## src/rtl/mem_access_stage.sv

```systemverilog
`default_nettype none
// ============================================================================
//  Module      : mem_access_stage
//  Description : EX/MEM pipeline register and MEM stage of the RV32I core.
//                Latches EX results, drives a ready-handshake data bus,
//                places store lanes, extends sub-word loads, stalls on wait
//                states, and aborts accesses that wait too long.
//  Revision    : 1.0 - initial release
// ============================================================================
module mem_access_stage #(
    parameter int MAX_WAIT = 8
) (
    input  logic        clk,
    input  logic        rst_n,
    // EX stage results and control
    input  logic [31:0] ALU_OUT_EX,
    input  logic [31:0] REG_DATA2_EX_FINAL,
    input  logic [31:0] PC_Branch_EX,
    input  logic        ZERO_EX,
    input  logic [4:0]  RD_EX,
    input  logic [2:0]  FUNCT3_EX,
    input  logic        RegWrite_EX,
    input  logic        MemtoReg_EX,
    input  logic        MemRead_EX,
    input  logic        MemWrite_EX,
    input  logic        Branch_EX,
    input  logic        flush_ex,
    // data memory bus
    output logic        dmem_req,
    output logic        dmem_we,
    output logic [31:0] dmem_addr,
    output logic [31:0] dmem_wdata,
    output logic [3:0]  dmem_be,
    input  logic        dmem_ready,
    input  logic [31:0] dmem_rdata,
    // pipeline control
    output logic        mem_stall,
    // MEM stage results
    output logic [31:0] ALU_OUT_MEM,
    output logic [31:0] LOAD_DATA_MEM,
    output logic [4:0]  RD_MEM,
    output logic        RegWrite_MEM,
    output logic        MemtoReg_MEM,
    output logic [31:0] PC_Branch_MEM,
    output logic        PCSrc_MEM,
    // sticky error flags
    output logic        misalign_err,
    output logic        timeout_err
);

    // Wait counter must reach MAX_WAIT, so size it to hold that value.
    localparam int c_CNT_W = $clog2(MAX_WAIT + 1);

    // Access sequencing states
    localparam logic [1:0] c_IDLE = 2'd0;
    localparam logic [1:0] c_WAIT = 2'd1;
    localparam logic [1:0] c_ERR  = 2'd2;

    // funct3 encodings of interest
    localparam logic [2:0] c_F3_B  = 3'b000;
    localparam logic [2:0] c_F3_H  = 3'b001;
    localparam logic [2:0] c_F3_W  = 3'b010;
    localparam logic [2:0] c_F3_BU = 3'b100;
    localparam logic [2:0] c_F3_HU = 3'b101;

    // ------------------------------------------------------------------
    // EX/MEM register fields
    // ------------------------------------------------------------------
    logic [31:0]        r_alu;
    logic [31:0]        r_store;
    logic [31:0]        r_pc_branch;
    logic               r_zero;
    logic [4:0]         r_rd;
    logic [2:0]         r_f3;
    logic               r_regwrite;
    logic               r_memtoreg;
    logic               r_memread;
    logic               r_memwrite;
    logic               r_branch;

    // Sequencer and error state
    logic [1:0]         r_state;
    logic [c_CNT_W-1:0] r_cnt;
    logic               r_misalign_err;
    logic               r_timeout_err;

    // Decode of the access held in MEM
    logic               w_mem_op;
    logic               w_f3_legal;
    logic               w_misaligned;
    logic               w_bad_access;
    logic               w_in_err;
    logic               w_req;
    logic               w_stall;
    logic [7:0]         w_byte;
    logic [15:0]        w_half;

    // EX/MEM register: advance unless stalled; a flush loads a bubble by
    // clearing the control bits only, data fields are don't-care then.
    always_ff @(posedge clk or negedge rst_n) begin
        if (!rst_n) begin
            r_alu       <= 32'd0;
            r_store     <= 32'd0;
            r_pc_branch <= 32'd0;
            r_zero      <= 1'b0;
            r_rd        <= 5'd0;
            r_f3        <= 3'd0;
            r_regwrite  <= 1'b0;
            r_memtoreg  <= 1'b0;
            r_memread   <= 1'b0;
            r_memwrite  <= 1'b0;
            r_branch    <= 1'b0;
        end else if (!w_stall) begin
            r_alu       <= ALU_OUT_EX;
            r_store     <= REG_DATA2_EX_FINAL;
            r_pc_branch <= PC_Branch_EX;
            r_zero      <= ZERO_EX;
            r_rd        <= RD_EX;
            r_f3        <= FUNCT3_EX;
            if (flush_ex) begin
                r_regwrite <= 1'b0;
                r_memtoreg <= 1'b0;
                r_memread  <= 1'b0;
                r_memwrite <= 1'b0;
                r_branch   <= 1'b0;
            end else begin
                r_regwrite <= RegWrite_EX;
                r_memtoreg <= MemtoReg_EX;
                r_memread  <= MemRead_EX;
                r_memwrite <= MemWrite_EX;
                r_branch   <= Branch_EX;
            end
        end
    end

    // Legal funct3 for the access kind; unsigned loads have no store form.
    always_comb begin
        w_f3_legal = 1'b0;
        case (r_f3)
            c_F3_B, c_F3_H, c_F3_W: w_f3_legal = 1'b1;
            c_F3_BU, c_F3_HU:       w_f3_legal = ~r_memwrite;
            default:                w_f3_legal = 1'b0;
        endcase
    end

    // Alignment, request and stall decode. A read+write op counts as a write.
    always_comb begin
        w_mem_op     = r_memread | r_memwrite;
        w_misaligned = ((r_f3[1:0] == 2'b01) && r_alu[0]) ||
                       ((r_f3[1:0] == 2'b10) && (r_alu[1:0] != 2'b00));
        w_bad_access = w_mem_op && (!w_f3_legal || w_misaligned);
        w_in_err     = (r_state == c_ERR);
        w_req        = w_mem_op && !w_bad_access && !w_in_err;
        w_stall      = w_req && !dmem_ready;
    end

    // Store lane placement: enables shifted to the byte offset, data
    // replicated across every lane so the memory picks the enabled ones.
    always_comb begin
        dmem_be    = 4'b1111;
        dmem_wdata = r_store;
        if (r_memwrite) begin
            case (r_f3[1:0])
                2'b00: begin
                    dmem_be    = 4'b0001 << r_alu[1:0];
                    dmem_wdata = {4{r_store[7:0]}};
                end
                2'b01: begin
                    dmem_be    = 4'b0011 << r_alu[1:0];
                    dmem_wdata = {2{r_store[15:0]}};
                end
                default: begin
                    dmem_be    = 4'b1111;
                    dmem_wdata = r_store;
                end
            endcase
        end
    end

    // Load extension: pick the addressed byte/half, then sign or zero extend.
    always_comb begin
        case (r_alu[1:0])
            2'b00:   w_byte = dmem_rdata[7:0];
            2'b01:   w_byte = dmem_rdata[15:8];
            2'b10:   w_byte = dmem_rdata[23:16];
            default: w_byte = dmem_rdata[31:24];
        endcase
        w_half = r_alu[1] ? dmem_rdata[31:16] : dmem_rdata[15:0];
        case (r_f3)
            c_F3_B:  LOAD_DATA_MEM = {{24{w_byte[7]}}, w_byte};
            c_F3_H:  LOAD_DATA_MEM = {{16{w_half[15]}}, w_half};
            c_F3_BU: LOAD_DATA_MEM = {24'd0, w_byte};
            c_F3_HU: LOAD_DATA_MEM = {16'd0, w_half};
            default: LOAD_DATA_MEM = dmem_rdata;
        endcase
    end

    // Access sequencer: counts wait states and forces a one-cycle abort
    // once the memory has been waited on for MAX_WAIT cycles in WAIT.
    always_ff @(posedge clk or negedge rst_n) begin
        if (!rst_n) begin
            r_state       <= c_IDLE;
            r_cnt         <= '0;
            r_timeout_err <= 1'b0;
        end else begin
            case (r_state)
                c_IDLE: begin
                    if (w_req && !dmem_ready) begin
                        r_state <= c_WAIT;
                        r_cnt   <= c_CNT_W'(1);
                    end
                end
                c_WAIT: begin
                    if (dmem_ready) begin
                        r_state <= c_IDLE;
                        r_cnt   <= '0;
                    end else if (r_cnt == c_CNT_W'(MAX_WAIT)) begin
                        // flag is raised on entry so it is visible during ERR
                        r_state       <= c_ERR;
                        r_cnt         <= '0;
                        r_timeout_err <= 1'b1;
                    end else begin
                        r_cnt <= r_cnt + c_CNT_W'(1);
                    end
                end
                c_ERR: begin
                    r_state <= c_IDLE;
                    r_cnt   <= '0;
                end
                default: begin
                    r_state <= c_IDLE;
                    r_cnt   <= '0;
                end
            endcase
        end
    end

    // Sticky misalignment/illegal flag, cleared only by reset.
    always_ff @(posedge clk or negedge rst_n) begin
        if (!rst_n) begin
            r_misalign_err <= 1'b0;
        end else if (w_bad_access) begin
            r_misalign_err <= 1'b1;
        end
    end

    // Output assignments. Writeback is suppressed for rejected or aborted
    // accesses so a bad load never corrupts the register file.
    always_comb begin
        dmem_req      = w_req;
        dmem_we       = w_req && r_memwrite;
        dmem_addr     = {r_alu[31:2], 2'b00};
        mem_stall     = w_stall;
        ALU_OUT_MEM   = r_alu;
        RD_MEM        = r_rd;
        RegWrite_MEM  = r_regwrite && !w_bad_access && !w_in_err;
        MemtoReg_MEM  = r_memtoreg;
        PC_Branch_MEM = r_pc_branch;
        PCSrc_MEM     = r_branch && r_zero;
        misalign_err  = r_misalign_err;
        timeout_err   = r_timeout_err;
    end

endmodule
`default_nettype wire

```

## config.mk

```make
export PLATFORM = sky130hd
export DESIGN_NAME = mem_access_stage
export DESIGN_NICKNAME = d
export VERILOG_FILES = /design/src/rtl/mem_access_stage.sv
export SDC_FILE = /design/constraint.sdc
export NUM_CORES = 1
export LEC_CHECK = 0
export CAP_MARGIN = 20
export CORE_ASPECT_RATIO = 0.6
export CORE_MARGIN = 2
export CORE_UTILIZATION = 44
export DETAILED_ROUTE_END_ITERATION = 16
export PLACE_DENSITY_LB_ADDON = 0.2
export SLEW_MARGIN = 20
export SYNTH_ARGS = -nofsm -noshare
export SYNTH_HDL_FRONTEND = slang
export SYNTH_SLANG_ARGS = --single-unit
```

## constraint.sdc

```tcl
create_clock -name clk -period 5.4 [get_ports clk]
set_input_delay 1.62 -clock clk [delete_from_list [all_inputs] [get_ports clk]]
set_output_delay 1.62 -clock clk [all_outputs]
set_load 0.05 [all_outputs]
```

==> results of run 1 <==
layer usage:
layer	part of all wire (%)	routed length, µm	global-route usage, %	vias to the layer above
met2	49	8610	38.7	199
met4	1.5	267	7.20	0
met3	7.5	1320	8.32	21
li1	-	-	-	2228
met1	42	7450	28.8	2337
met5	0	0	0	-
cell families after synthesis:
family | after synthesis
flops | 118
buf+inv | 73
other cells | 1
fa+ha+maj | 2
compound gates | 50
simple gates | 120
xor+xnor | 2
mux | 130
area by class of cell:
class	count	area, µm²
sequential	118	2950
fill	996	4070
inverter	3	11.3
clock inverter	8	123
clock buffer	23	478
tap	192	240
multi-input combinational	306	2780
timing repair buffer	327	3220
flip-flops by register name, summed over array words and instances (netlist names):
name           cells
ALU_OUT_MEM       32
MemtoReg_MEM       1
PC_Branch_MEM     32
RD_MEM             5
misalign_err       1
r_branch           1
r_cnt              4
r_f3               3
r_memread          1
r_memwrite         1
r_regwrite         1
r_state            2
r_store           32
r_zero             1
timeout_err        1
path summary, 6_finish.rpt:
| check | cells past startpoint | to |
|---|---|---|
| min reg2reg | 2 | r_regwrite |
| min | 2 | r_regwrite |
| max reg2reg | 5 | PC_Branch_MEM[19] |
| max in group asynchronous | 2 | PC_Branch_MEM[5] |
| min in group asynchronous | 1 | ALU_OUT_MEM[7] |
| max | 5 | LOAD_DATA_MEM[31] |
power groups by stage:
stage / sequential [µW] / combinational (µW) / clock, µW
floorplan: 1180 / 602 / 0
global placement: 1040 / 1100 / 0
detailed placement: 1040 / 1110 / 0
CTS: 1030 / 1120 / 1170
global route: 1040 / 1160 / 1210
finish: 1030 / 1110 / 1150
stage by stage:
step / cell area, µm² / instances
finish: 9800 / 977
global route: 9800 / 977
CTS: 9800 / 977
detailed placement: 9200 / 946
global placement: 9200 / 946
floorplan: 6360 / 497
cells in the mapped netlist (all sizes together):
cell type	count	share of area, %
o21bai	1	0.12
nand2b	9	0.89
nand2	85	5.0
nor4b	1	0.37
mux2	120	27
nor2	6	0.39
nor4	1	0.099
nor2b	6	0.59
mux2i	9	1.4
nand4b	1	0.14
nand3b	1	0.12
a311oi	1	0.14
buf	59	9.0
a22oi	7	0.83
nor3b	1	0.12
xor2	1	0.14
a21oi	1	0.14
o2bb2ai	2	0.28
nor3	1	0.26
dfrtp	118	46
a221o	8	1.3
o41ai	1	0.14
and3	1	0.099
mux4	1	0.35
xnor2	1	0.14
clkbuf	11	0.65
o2111a	1	0.20
conb	1	0.059
inv	3	0.18
nand3	3	0.24
a221oi	1	0.24
ha	2	0.39
and2	2	0.20
o21ai	26	2.1
or2	2	0.20
a31oi	1	0.099
worst reg2reg max path, stage by stage (launching register included):
cell	delay, ps
dfrtp_1	380
buf_4	240
nor4_1	480
o2111a_2	330
buf_12	610
mux2_2	490
cells in the final DEF, fill, tap and decap left out, types with 2 or more instances in the layout:
master / synthesis / layout
clkdlybuf4s50_1: 0 / 294
dfrtp_1: 118 / 118
mux2_4: 96 / 96
nand2_1: 85 / 85
buf_4: 42 / 31
o21ai_0: 25 / 25
mux2_2: 24 / 24
clkbuf_16: 0 / 17
nand2b_1: 9 / 9
mux2i_1: 9 / 9
a221o_1: 8 / 8
a22oi_1: 7 / 7
nor2b_1: 6 / 6
nor2_1: 5 / 5
inv_1: 3 / 3
nand3_1: 3 / 3
clkbuf_8: 0 / 3
clkinvlp_4: 0 / 3
bufinv_16: 0 / 3
clkbuf_1: 11 / 3
or2_2: 2 / 2
and2_1: 2 / 2
o2bb2ai_1: 2 / 2
ha_1: 2 / 2
conb_1: 1 / 2
clkinv_2: 0 / 2
buf_12: 11 / 2
==> flow_summary.json, run 1 <==
{
  "crit_arrival_ps": 3480,
  "p_leak_uw": 0.00428,
  "core-area_mm2": 0.0139,
  "yosys_warnings": 0,
  "switchingPower_uw": 1120,
  "ios": 323,
  "synth_simple_gate_area_share_pct": 8.73,
  "reg2reg_from": "r_f3[0]",
  "pre_cts_slack_ps": 300,
  "final_nets": 921,
  "dp_hpwl_um": 13100,
  "synth_top_family_by_area": "multiplexers",
  "hold_viol_final": 0,
  "antenna_left": 0,
  "p_int_uw": 2170,
  "fin_crit_ps": 5100,
  "p_sw_share_pct": 34.0,
  "worstHoldStart": "r_regwrite",
  "path_class": "input port to output port",
  "clockRootBuffer": "clkbuf_16",
  "cp.buffers_inverters": 2,
  "cp_cell_sequence": "clkdlybuf4s50_1 > mux4_2 > o21ai_2 > nand2_1 > buf_4",
  "cts.clk_slew.worst_paths_ps": 50,
  "final_util_pct": 70.6,
  "max_clock_freq_mhz": 196,
  "ff2ff_setup_slack_ps": 2750,
  "crit_fanout": 16,
  "place.port_buffers": 320,
  "hold_ws_ps": 473,
  "synth_adder_area_share_pct": 0.394,
  "maxCapViolations": 0,
  "dieArea_mm2": 0.0154,
  "antenna_found_initial": 0,
  "die_w_um": 159,
  "h-tree-depth": 4,
  "clock_sinks": 118,
  "power_density_mw_per_mm2": 335,
  "power_frac_seq_pct": 31.3,
  "cts_resized": 0,
  "max_stage_delay_ps": 540,
  "end_kind": "output port",
  "synth.distinct_cells": 43,
  "power_uw": 3280,
  "cts_hold_buf": 0,
  "min_path_type": "flop to flop",
  "cp-startpoint": "dmem_rdata[31]",
  "min_period_over_period_pct": 94.5,
  "first_pass_iters": 4,
  "cp-start-kind": "input port",
  "die_h_um": 97.1,
  "synth_seq_area_share_pct": 46.5,
  "clk_path_buf_depth": 2,
  "outcome": "finished clean",
  "ys_ff_latch": 118,
  "insertion_delay_ps": 410,
  "peakVddDrop_uv": 143,
  "final.setup_skew_ps": 11.9,
  "comb_power_share_pct": 33.8,
  "diodes": 0,
  "cts_setup_buffers": 0,
  "setup_viol": 0,
  "grt_pass1_wl_um": 28400,
  "synth-compound-area-share_pct": 5.53,
  "synth-xor-area-share_pct": 0.276,
  "syn_area_mm2": 0.00635,
  "grt_overflow": 0,
  "fin_tns_setup_ps": 0,
  "worst_pin_slew_ps": 963,
  "grt_max_degree": 119,
  "drt_iter0_drc": 242,
  "drive_above_1_share_pct": 24.3,
  "wire_per_inst_um": 18.1,
  "numCtsBuffers": 17,
  "path_delay_family": "buffers and inverters",
  "slew_headroom_pct": 35.7,
  "drc": 0,
  "synth.avg_cell_area_um2": 12.8,
  "critPathSlowestCell": "mux4_2",
  "track_usage_pct": 23.4,
  "setup_ws_ps": 297,
  "fp-row-count": 33,
  "final_max_slew_viol_count": 0,
  "cts_tree": "built",
  "synthMuxAreaShare_pct": 28.7,
  "power_frac_clock_pct": 34.9,
  "drt-total-wl_um": 17700,
  "initial_core_util_pct": 45.8,
  "required_ps": 3780,
  "syn2layout_area_growth_pct": 54.3,
  "grt_pass1_vias": 5086,
  "vias_per_cell": 4.90,
  "synth_cells": 496,
  "vias": 4785,
  "rsz0062_at_grt": "false",
  "place.gp.congestion": 0.864
}
(Power assumes the default switching activity.)
==> inputs of run 2 (changes only) <==
CORE_UTILIZATION = 37   (was 44)
PLACE_DENSITY = 0.78   (was unset)
PLACE_DENSITY_LB_ADDON = unset   (was 0.2)
SLEW_MARGIN = unset   (was 20)
clock period = 4.6 ns   (was 5.4 ns; I/O delays follow)
==> run 2 against run 1 <==
  * Clock skew fell by 2.9 ps
  * Die area increased by 18%
  * Non-clock buffer count rose by 3
  * Register-to-register slack worse by 700 ps
  * Setup slack got worse by 150 ps
  * Design area is 1.6% higher
  * Utilization shrank 12 points
  * Hold slack lost 6.5 ps
  * Critical endpoint is now LOAD_DATA_MEM[9]
  * Largest cell class unchanged
==> flow_summary.json, run 2 (synthesis gave the netlist of run 1 again) <==
{
  "power_frac_seq_pct": 32.2,
  "cts_tree": "built",
  "die_w_um": 173,
  "cts_setup_buffers": 0,
  "max_clock_freq_mhz": 224,
  "antenna_left": 0,
  "vias_per_cell": 4.68,
  "outcome": "finished clean",
  "hold_depth": 1,
  "die_h_um": 105,
  "p_sw_share_pct": 36.4,
  "grt_overflow": 0,
  "final_max_slew_viol_count": 0,
  "crit_arrival_ps": 3080,
  "grt_max_degree": 119,
  "syn2layout_area_growth_pct": 56.7,
  "fp-row-count": 37,
  "hold_ws_ps": 467,
  "core-area_mm2": 0.0170,
  "drt-total-wl_um": 17800,
  "dieArea_mm2": 0.0183,
  "grt_pass1_vias": 4891,
  "crit_fanout": 8,
  "rr_worst_depth": 4,
  "clockRootBuffer": "clkbuf_16",
  "place.gp.congestion": 0.897,
  "final_cell_mix": "278 x clkdlybuf4s50_1, 118 x dfrtp_1, 96 x mux2_4",
  "min_path_type": "flop to flop",
  "power_density_mw_per_mm2": 376,
  "cts.clk_slew.worst_paths_ps": 50,
  "cp-endpoint": "LOAD_DATA_MEM[9]",
  "critPathSlowestCell": "clkdlybuf4s50_1",
  "wire_per_inst_um": 17.4,
  "hold_viol_final": 0,
  "track_usage_pct": 19.4,
  "p_leak_uw": 0.00435,
  "clk_path_buf_depth": 2,
  "vias": 4779,
  "peakVddDrop_uv": 159,
  "cp-startpoint": "dmem_rdata[23]",
  "first_pass_iters": 4,
  "min_period_over_period_pct": 96.9,
  "cp_cell_sequence": "clkdlybuf4s50_1 > mux4_2 > nor4b_4 > a221o_1 > buf_12",
  "h-tree-depth": 4,
  "final.setup_skew_ps": 9.01,
  "switchingPower_uw": 1360,
  "worst_pin_slew_ps": 864,
  "reg2reg_to": "PC_Branch_MEM[23]",
  "insertion_delay_ps": 400,
  "final_nets": 924,
  "cp-start-kind": "input port",
  "fin_tns_setup_ps": 0,
  "ios": 323,
  "maxCapViolations": 0,
  "drc": 0,
  "final_util_pct": 58.6,
  "drive_above_1_share_pct": 27.0,
  "drt_iter0_drc": 316,
  "power_frac_clock_pct": 31.9,
  "grt_pass1_wl_um": 27500,
  "path_class": "input port to output port",
  "place.port_buffers": 320,
  "setup_viol": 0,
  "cts_resized": 0,
  "antenna_found_initial": 0,
  "end_kind": "output port",
  "cts_hold_buf": 0,
  "dp_hpwl_um": 13200,
  "final_common_cell": "clkdlybuf4s50_1",
  "numCtsBuffers": 17,
  "setup_ws_ps": 143,
  "max_stage_delay_ps": 510,
  "required_ps": 3220,
  "p_int_uw": 2380,
  "slew_headroom_pct": 42.4,
  "diodes": 0,
  "rsz0062_at_grt": "false",
  "pre_cts_slack_ps": 168,
  "reg2reg_from": "r_f3[2]",
  "ff2ff_setup_slack_ps": 2050,
  "fin_crit_ps": 4460,
  "initial_core_util_pct": 37.4,
  "clock_sinks": 118,
  "comb_power_share_pct": 35.9
}
## run 2: cell count changes in the layout (fill, tap and decap cells not counted), sizes merged
cell | before | now
clkinv | 2 | 9
inv | 3 | 5
bufinv | 3 | 0
buf | 33 | 52
clkdlybuf4s50 | 294 | 278
clkbuf | 23 | 17
## run 2: critical path: cells and delay by family
family	cells	cell delay, ps
and+or+nand+nor	1	470
AOI/OAI and AO/OA	1	270
buffers and inverters	2	670
muxes	1	290
## run 2: power groups by stage
stage,sequential (µW),combinational (µW),clock (µW)
floorplan,1380,707,0
global placement,1220,1340,0
detailed placement,1220,1350,0
CTS,1210,1350,1230
global route,1220,1400,1280
finish,1210,1340,1190
## run 2: worst min-delay path by stage
stage	to	slack (ps)	start
after floorplan	r_memread	440	r_memread
final	timeout_err	470	timeout_err
after global placement	timeout_err	450	timeout_err
after detailed placement	timeout_err	460	timeout_err
after global routing	timeout_err	520	timeout_err
after CTS	timeout_err	470	timeout_err
## run 2: area by class of cell
type,instances,area (µm²)
Inverter,3,11.3
Fill cell,1391,7030
Tap cell,234,293
Timing Repair Buffer,330,3390
Clock inverter,14,108
Clock buffer,17,425
Multi-Input combinational cell,306,2780
Sequential cell,118,2950
## run 2: per-layer routing
metal | global-route usage (%) | wire length (µm) | vias to the layer above
li1 | - | - | 2233
met5 | 0 | 0 | -
met4 | 6.17 | 231 | 0
met1 | 23.9 | 7520 | 2324
met2 | 32.9 | 8840 | 205
met3 | 5.92 | 1230 | 17
## run 2: through the flow
stage                     cells  cell area, µm²  total power (µW)
final                      1022            9960              3740
after global placement      991            9420              2560
after global routing       1022            9960              3900
after floorplan             497            6360              2090
after detailed placement    991            9420              2570
after CTS                  1022            9960              3790
==> inputs of run 3 (changes only) <==
SKIP_CTS_REPAIR_TIMING = 1   (was unset)
SLEW_MARGIN = 30   (was unset)
==> results of run 3 <==
Same layout as run 2: the final DEF is identical, and so are final timing and power.
